$ cat src/rtl/ddr3_pw_pkg.sv
// rtl/ddr3_pw_pkg.sv - shared encodings, states and helpers for the partial-write test controller
package ddr3_pw_pkg;

    // {cs_n, ras_n, cas_n, we_n}
    localparam logic [3:0] CMD_NOP   = 4'b0111;
    localparam logic [3:0] CMD_ACT   = 4'b0011;
    localparam logic [3:0] CMD_WRITE = 4'b0100;
    localparam logic [3:0] CMD_READ  = 4'b0101;
    localparam logic [3:0] CMD_PRE   = 4'b0010;

    localparam logic [1:0] MODE_WR_RD   = 2'd0;
    localparam logic [1:0] MODE_WR_ONLY = 2'd1;
    localparam logic [1:0] MODE_RD_ONLY = 2'd2;

    localparam int A10_BIT = 10;

    typedef enum logic [3:0] {
        ST_IDLE, ST_ACT_W, ST_RCD_W, ST_WR, ST_WAIT_WR, ST_PRE_W, ST_RP_W, ST_RETAIN,
        ST_ACT_R, ST_RCD_R, ST_RD, ST_WAIT_DATA, ST_PRE_R, ST_RP_R, ST_FIN
    } state_t;

    function automatic logic [15:0] byte_diff(input logic [127:0] a, input logic [127:0] b);
        logic [15:0] r;
        r = '0;
        for (int i = 0; i < 16; i++) r[i] = |(a[8*i +: 8] ^ b[8*i +: 8]);
        return r;
    endfunction

endpackage

$ cat src/rtl/ddr3_pw_timer.sv
// rtl/ddr3_pw_timer.sv - loadable saturating down-counter with zero flag
module ddr3_pw_timer #(
    parameter int W = 8
) (
    input  logic         clk_i,
    input  logic         rst_n_i,
    input  logic         load_i,
    input  logic [W-1:0] load_val_i,
    output logic         zero_o
);

    logic [W-1:0] count_q;

    always_ff @(posedge clk_i or negedge rst_n_i) begin
        if (!rst_n_i) begin
            count_q <= '0;
        end else if (load_i) begin
            count_q <= load_val_i;
        end else if (count_q != '0) begin
            count_q <= count_q - W'(1);
        end
    end

    assign zero_o = (count_q == '0);

endmodule

$ cat src/rtl/ddr3_pw_test_ctrl.sv
// rtl/ddr3_pw_test_ctrl.sv - issues ACT/WRITE/PRE/retain/ACT/READ/PRE and compares the read-back
module ddr3_pw_test_ctrl
    import ddr3_pw_pkg::*;
#(
    parameter int T_RCD_CYC  = 2,
    parameter int T_WR_CYC   = 10,
    parameter int T_RP_CYC   = 2,
    parameter int RD_TIMEOUT = 64,
    parameter int DDR_ROW_W  = 15,
    parameter int DDR_COL_W  = 9
) (
    input  logic                 clk_i,
    input  logic                 rst_n_i,
    input  logic                 init_done_i,
    input  logic                 start_i,
    input  logic [1:0]           mode_i,
    input  logic [2:0]           bank_i,
    input  logic [DDR_ROW_W-1:0] row_i,
    input  logic [DDR_COL_W-1:0] col_i,
    input  logic [127:0]         pattern_i,
    input  logic [15:0]          wrmask_i,
    input  logic                 pw_en_i,
    input  logic [2:0]           pw_cycles_i,
    input  logic [31:0]          wait_cycles_i,
    input  logic                 accept_i,
    input  logic [127:0]         rddata_i,
    input  logic                 rddata_valid_i,
    output logic [3:0]           command_o,
    output logic [DDR_ROW_W-1:0] address_o,
    output logic [2:0]           bank_o,
    output logic [127:0]         wrdata_o,
    output logic [15:0]          wrdata_mask_o,
    output logic                 partial_write_en_o,
    output logic [2:0]           partial_write_cycles_o,
    output logic                 busy_o,
    output logic                 done_o,
    output logic                 timeout_o,
    output logic [127:0]         rd_data_o,
    output logic [15:0]          mismatch_o
);

    state_t               state_q, state_d;
    logic [1:0]           mode_q;
    logic [2:0]           bank_q;
    logic [DDR_ROW_W-1:0] row_q;
    logic [DDR_COL_W-1:0] col_q;
    logic [127:0]         pattern_q;
    logic [15:0]          mask_q;
    logic                 pw_en_q;
    logic [2:0]           pw_cyc_q;
    logic [31:0]          wait_q;
    logic [127:0]         rd_data_q;
    logic [15:0]          mismatch_q;
    logic                 timeout_q;

    logic                 st_load, st_zero, lt_load, lt_zero;
    logic [7:0]           st_val;
    logic [31:0]          lt_val;
    logic                 capture, rd_timeout, start_ok;
    logic [DDR_ROW_W-1:0] col_addr;

    assign start_ok = (state_q == ST_IDLE) && start_i && init_done_i;

    // Short timer covers tRCD/tWR/tRP; the long one covers retention and the read timeout.
    ddr3_pw_timer #(.W(8)) u_short_timer (
        .clk_i      (clk_i),
        .rst_n_i    (rst_n_i),
        .load_i     (st_load),
        .load_val_i (st_val),
        .zero_o     (st_zero)
    );

    ddr3_pw_timer #(.W(32)) u_long_timer (
        .clk_i      (clk_i),
        .rst_n_i    (rst_n_i),
        .load_i     (lt_load),
        .load_val_i (lt_val),
        .zero_o     (lt_zero)
    );

    always_comb begin
        state_d    = state_q;
        st_load    = 1'b0;
        st_val     = '0;
        lt_load    = 1'b0;
        lt_val     = '0;
        capture    = 1'b0;
        rd_timeout = 1'b0;
        case (state_q)
            ST_IDLE:    if (start_ok) state_d = (mode_i == MODE_RD_ONLY) ? ST_ACT_R : ST_ACT_W;
            ST_ACT_W:   if (accept_i) begin st_load = 1'b1; st_val = 8'(T_RCD_CYC); state_d = ST_RCD_W; end
            ST_RCD_W:   if (st_zero) state_d = ST_WR;
            ST_WR:      if (accept_i) begin st_load = 1'b1; st_val = 8'(T_WR_CYC); state_d = ST_WAIT_WR; end
            ST_WAIT_WR: if (st_zero) state_d = ST_PRE_W;
            ST_PRE_W:   if (accept_i) begin st_load = 1'b1; st_val = 8'(T_RP_CYC); state_d = ST_RP_W; end
            ST_RP_W: begin
                if (st_zero) begin
                    if (mode_q == MODE_WR_ONLY) begin
                        state_d = ST_FIN;
                    end else if (wait_q != '0) begin
                        lt_load = 1'b1;
                        lt_val  = wait_q - 32'd1;
                        state_d = ST_RETAIN;
                    end else begin
                        state_d = ST_ACT_R;
                    end
                end
            end
            ST_RETAIN:  if (lt_zero) state_d = ST_ACT_R;
            ST_ACT_R:   if (accept_i) begin st_load = 1'b1; st_val = 8'(T_RCD_CYC); state_d = ST_RCD_R; end
            ST_RCD_R:   if (st_zero) state_d = ST_RD;
            ST_RD:      if (accept_i) begin lt_load = 1'b1; lt_val = 32'(RD_TIMEOUT - 1); state_d = ST_WAIT_DATA; end
            ST_WAIT_DATA: begin
                if (rddata_valid_i) begin
                    capture = 1'b1;
                    state_d = ST_PRE_R;
                end else if (lt_zero) begin
                    rd_timeout = 1'b1;
                    state_d    = ST_PRE_R;
                end
            end
            ST_PRE_R:   if (accept_i) begin st_load = 1'b1; st_val = 8'(T_RP_CYC); state_d = ST_RP_R; end
            ST_RP_R:    if (st_zero) state_d = ST_FIN;
            ST_FIN:     state_d = ST_IDLE;
            default:    state_d = ST_IDLE;
        endcase
    end

    always_comb begin
        col_addr                 = '0;
        col_addr[DDR_COL_W-1:0]  = col_q;
        col_addr[A10_BIT]        = 1'b0;
        command_o                = CMD_NOP;
        address_o                = '0;
        bank_o                   = '0;
        case (state_q)
            ST_ACT_W, ST_ACT_R: begin command_o = CMD_ACT;   address_o = row_q;    bank_o = bank_q; end
            ST_WR:              begin command_o = CMD_WRITE; address_o = col_addr; bank_o = bank_q; end
            ST_RD:              begin command_o = CMD_READ;  address_o = col_addr; bank_o = bank_q; end
            ST_PRE_W, ST_PRE_R: begin command_o = CMD_PRE;   bank_o = bank_q; end
            default: ;
        endcase
    end

    always_ff @(posedge clk_i or negedge rst_n_i) begin
        if (!rst_n_i) begin
            state_q    <= ST_IDLE;
            mode_q     <= MODE_WR_RD;
            bank_q     <= '0;
            row_q      <= '0;
            col_q      <= '0;
            pattern_q  <= '0;
            mask_q     <= 16'hFFFF;
            pw_en_q    <= 1'b0;
            pw_cyc_q   <= '0;
            wait_q     <= '0;
            rd_data_q  <= '0;
            mismatch_q <= '0;
            timeout_q  <= 1'b0;
        end else begin
            state_q <= state_d;
            if (start_ok) begin
                mode_q     <= (mode_i == 2'd3) ? MODE_WR_RD : mode_i;
                bank_q     <= bank_i;
                row_q      <= row_i;
                col_q      <= col_i;
                pattern_q  <= pattern_i;
                mask_q     <= wrmask_i;
                pw_en_q    <= pw_en_i;
                pw_cyc_q   <= pw_cycles_i;
                wait_q     <= wait_cycles_i;
                mismatch_q <= '0;
                timeout_q  <= 1'b0;
            end
            // Every byte is compared; the write mask only affects what the sequencer writes.
            if (capture) begin
                rd_data_q  <= rddata_i;
                mismatch_q <= byte_diff(rddata_i, pattern_q);
            end
            if (rd_timeout) begin
                timeout_q  <= 1'b1;
                mismatch_q <= 16'hFFFF;
            end
        end
    end

    assign wrdata_o               = pattern_q;
    assign wrdata_mask_o          = mask_q;
    assign partial_write_en_o     = pw_en_q;
    assign partial_write_cycles_o = pw_cyc_q;
    assign busy_o                 = (state_q != ST_IDLE) && (state_q != ST_FIN);
    assign done_o                 = (state_q == ST_FIN);
    assign timeout_o              = timeout_q;
    assign rd_data_o              = rd_data_q;
    assign mismatch_o             = mismatch_q;

endmodule

$ cat config.mk
export PLATFORM = sky130hd
export DESIGN_NAME = ddr3_pw_test_ctrl
export DESIGN_NICKNAME = d
export VERILOG_FILES = /design/src/rtl/ddr3_pw_pkg.sv /design/src/rtl/ddr3_pw_timer.sv /design/src/rtl/ddr3_pw_test_ctrl.sv
export SDC_FILE = /design/constraint.sdc
export NUM_CORES = 1
export LEC_CHECK = 0
export ABC_AREA = 0
export CORE_AREA = 4 4 257 259
export CTS_BUF_LIST = sky130_fd_sc_hd__clkbuf_8
export DETAILED_ROUTE_END_ITERATION = 12
export DIE_AREA = 0 0 261 263
export PLACE_DENSITY = 0.67
export SYNTH_ARGS = -nofsm -noshare
export SYNTH_HDL_FRONTEND = slang
export SYNTH_HIERARCHICAL = 1
export SYNTH_SLANG_ARGS = --single-unit
$ cat constraint.sdc
create_clock -name clk_i -period 6.75 [get_ports clk_i]
set_clock_uncertainty 0.15 [all_clocks]
set_input_delay 1.35 -clock clk_i [delete_from_list [all_inputs] [get_ports clk_i]]
set_output_delay 1.35 -clock clk_i [all_outputs]
set_load 0.01 [all_outputs]
==> impl_metrics.tcl <==
set metrics [dict create \
    status "finished clean" \
    worstPathMaxFanout 20 \
    multi_input_area_um2 8115 \
    cts_tree "done" \
    num_rows 93 \
    cp-startpoint "state_q[3]$_DFFE_PN0P_" \
    clk_latency_ps 650 \
    nets 2896 \
    vias_per_cell 4.739 \
    cts_post_setup_buffers_inserted 0 \
    gr-total-overflow 0 \
    synth_edf_count 0 \
    setup_tns_ps 0 \
    rsz0062_at_grt "no" \
    tightest_slew_ps 1295 \
    grt_pass1_vias 17480 \
    crit_buf_inv 2 \
    cts_buffers 76 \
    start_kind "register" \
    netlist_instances 1890 \
    area_delta_synth_final_pct 48.38 \
    max_freq_mhz 233.9 \
    ys_seq_area_share_pct 53.78 \
    dieArea_um2 68640 \
    die_w_um 261 \
    power.total_w 0.005300 \
    num_io_pins 660 \
    cts_hold_buf 0 \
    endpoint_kind "primary output" \
    hp-class "register to register" \
    critPathMaxStageDelay_ps 700 \
    finalHoldViolations 0 \
    met2_usage_pct 34.13 \
    syn_area_um2 18560 \
    regArea_um2 9980 \
    post-route-period-util_pct 63.34 \
    async_flop_share_pct 100.0 \
    ys_ff_latch 398 \
    critical_path.top_delay_family "buffers and inverters" \
    p_per_area_nw_per_um2 192.5 \
    slew_headroom_pct 13.68 \
    period_needed_ps 4276 \
    routabilityCongestion 0.9138 \
    cts_root_buf "clkbuf_8" \
    h-tree-depth 3 \
    ys_types 80 \
    dp_hpwl_um 52750 \
    grt_use_total_pct 20.27 \
    crit_type "register to primary output" \
    syn_avg_cell_area_um2 9.818 \
    drtIter0Drc 1103 \
    top_usage_layer "met2" \
    grt_antenna_before_repair 14 \
    synth_ff_type "dfrtp_1" \
    start_util_pct 29.05 \
    wl_per_cell_um 20.63 \
    crit_chain "xnor2_1, nor3_1, buf_4, a22o_1, clkdlybuf4s50_1" \
    min_from "wrdata_mask_o[15]$_DFFE_PN1P_" \
    ir_worst_vdd_v 0.0001780 \
    required_ps 5250 \
    first_pass_iters 6 \
    die_height_um 263 \
    max-clock-path-buffers 3 \
    cts_resized 0 \
    use_met1_pct 23.67 \
    core_um2 63880 \
    drv_slew 0 \
    yosysWarningCount 6 \
    vias 16450 \
    maxCapViolCount 0 \
    clkSinkCount 398 \
    drive_above_1_share_pct 11.42 \
    grt_max_degree 209 \
    grt_pass1_wl_um 107500 \
    met3_usage_pct 7.215 \
    cp_slowest_cell "dfrtp_1" \
    clk_pin_slew_worst_paths_ps 50 \
    routed_wl_um 71610 \
    hold_slack_ps 308.0 \
    worstPathArrival_ps 2780 \
    setup_viol 0 \
    timing.rr.start "u_short_timer/count_q[3]$_DFFE_PN0P_" \
    num-fill-cells 6038 \
    p_leak_nw 13.35 \
    drc 0 \
    portBuffers 658 \
    ant_nets 0 \
]
[sequential cells by signal, indices dropped and copies added (netlist names)]
name / flops
timeout_o: 1
rd_data_o: 128
wrdata_mask_o: 16
col_q: 9
mismatch_o: 16
mode_q: 2
wrdata_o: 128
row_q: 15
wait_q: 32
partial_write_en_o: 1
partial_write_cycles_o: 3
u_short_timer/count_q: 8
state_q: 4
bank_q: 3
u_long_timer/count_q: 32
[path summary, 6_finish.rpt]
kind	cells past startpoint	slack, ps	to
setup / recovery	5	2470	address_o[7]
hold / removal	2	310	wrdata_mask_o[15]$_DFFE_PN1P_
setup reg to reg	10	2810	u_long_timer/count_q[12]$_DFFE_PN0P_
hold reg to reg	2	310	wrdata_mask_o[15]$_DFFE_PN1P_
max in group asynchronous	2	4440	wrdata_o[99]$_DFFE_PN0P_
min in group asynchronous	1	600	col_q[8]$_DFFE_PN0P_
[synthesized netlist by cell type (10+ instances only)]
cell,number,area [um^2]
a21oi_1,41,205.2
and2_1,13,81.33
buf_2,25,125.1
clkbuf_1,56,210.2
dfrtp_1,382,9559
dfstp_2,16,420.4
inv_1,16,60.06
mux2_2,129,1453
nand2_1,692,2597
nand3_1,12,60.06
nand4_1,11,68.82
nor2_1,61,229.0
nor3_1,27,135.1
nor4_1,49,306.5
o21ai_0,19,95.09
o31ai_1,17,127.6
or4_1,10,75.07
xnor2_1,38,332.8
xor2_1,141,1235
[per-layer routing]
metal / up-vias / part of all wire, %
li1: 7574 / -
met1: 8078 / 38
met2: 656 / 49
met3: 136 / 8.3
met4: 6 / 3.8
met5: - / 0.045
[worst register-to-register path, stage by stage, from the launching register on]
cell      delay (ps)
dfrtp_1          430
or4_1            710
nor3_2           320
nand2_1          180
nor2_1           280
o21ai_4          290
nand2_1          140
buf_4            430
clkinv_1         400
nand2_1          330
o21ai_0          160
[through the flow]
step | instances | area (um^2) | setup slack [ps] | utilization (%)
3_5_place_dp | 3326 | 25960 | 2755 | 40.64
2_1_floorplan | 1896 | 18580 | 3623 | -
4_1_cts | 3464 | 27520 | 2376 | 43.07
3_3_place_gp | 3326 | 25960 | 2809 | 40.64
6_report | 3471 | 27530 | 2474 | 43.10
5_1_grt | 3471 | 27530 | 2280 | 43.10
[power breakdown]
part           switching [W]  leakage (nW)  internal (W)
Clock                0.00110         0.904       0.00133
Sequential         0.0000328          5.44       0.00241
Combinational       0.000175          7.01      0.000241
[cell type report]
type                    instances  share of cell area, %
flip-flops and latches        398                  36.25
multi-input cells            1386                  29.48
repair buffers                670                  24.45
clock buffers                  93                  4.649
well taps                     855                  3.885
clock inverters                45                 0.9998
inverters                      17                 0.2318
diodes                          7                0.06362
[logic make-up after synthesis]
kind of cell | Yosys count | share of synthesized area, %
XOR/XNOR | 179 | 8.449
multiplexers | 131 | 7.937
flip-flops | 398 | 53.78
AND/OR/NAND/NOR | 933 | 21.91
AO/OA/AOI/OAI | 132 | 4.855
buffers and inverters | 112 | 2.778
other | 1 | 0.02021
adder cells (fa/ha/maj) | 4 | 0.2697
[cell usage in the layout, fill, tap and decap left out, drive strengths merged, types with 4 or more instances in the layout]
cell | Yosys | final
nand2b | 6 | 6
inv | 16 | 47
dfrtp | 382 | 382
conb | 1 | 7
ha | 4 | 4
mux2 | 129 | 129
clkdlybuf4s50 | 0 | 657
nand2 | 693 | 693
nand4b | 5 | 5
dfstp | 16 | 16
a22o | 9 | 9
nor4 | 53 | 53
o41ai | 5 | 5
o31ai | 18 | 18
o211ai | 7 | 7
or3 | 7 | 7
nor3 | 29 | 29
o21ai | 25 | 25
diode | 0 | 7
xor2 | 141 | 141
nand3 | 12 | 12
clkbuf | 57 | 93
clkinv | 1 | 12
nor2b | 5 | 5
or4 | 13 | 13
buf | 37 | 13
o31a | 4 | 4
a21oi | 41 | 41
nor2 | 63 | 63
nand4 | 12 | 12
and2 | 15 | 15
xnor2 | 38 | 38
Note: power is estimated with default switching activity, not from simulation.
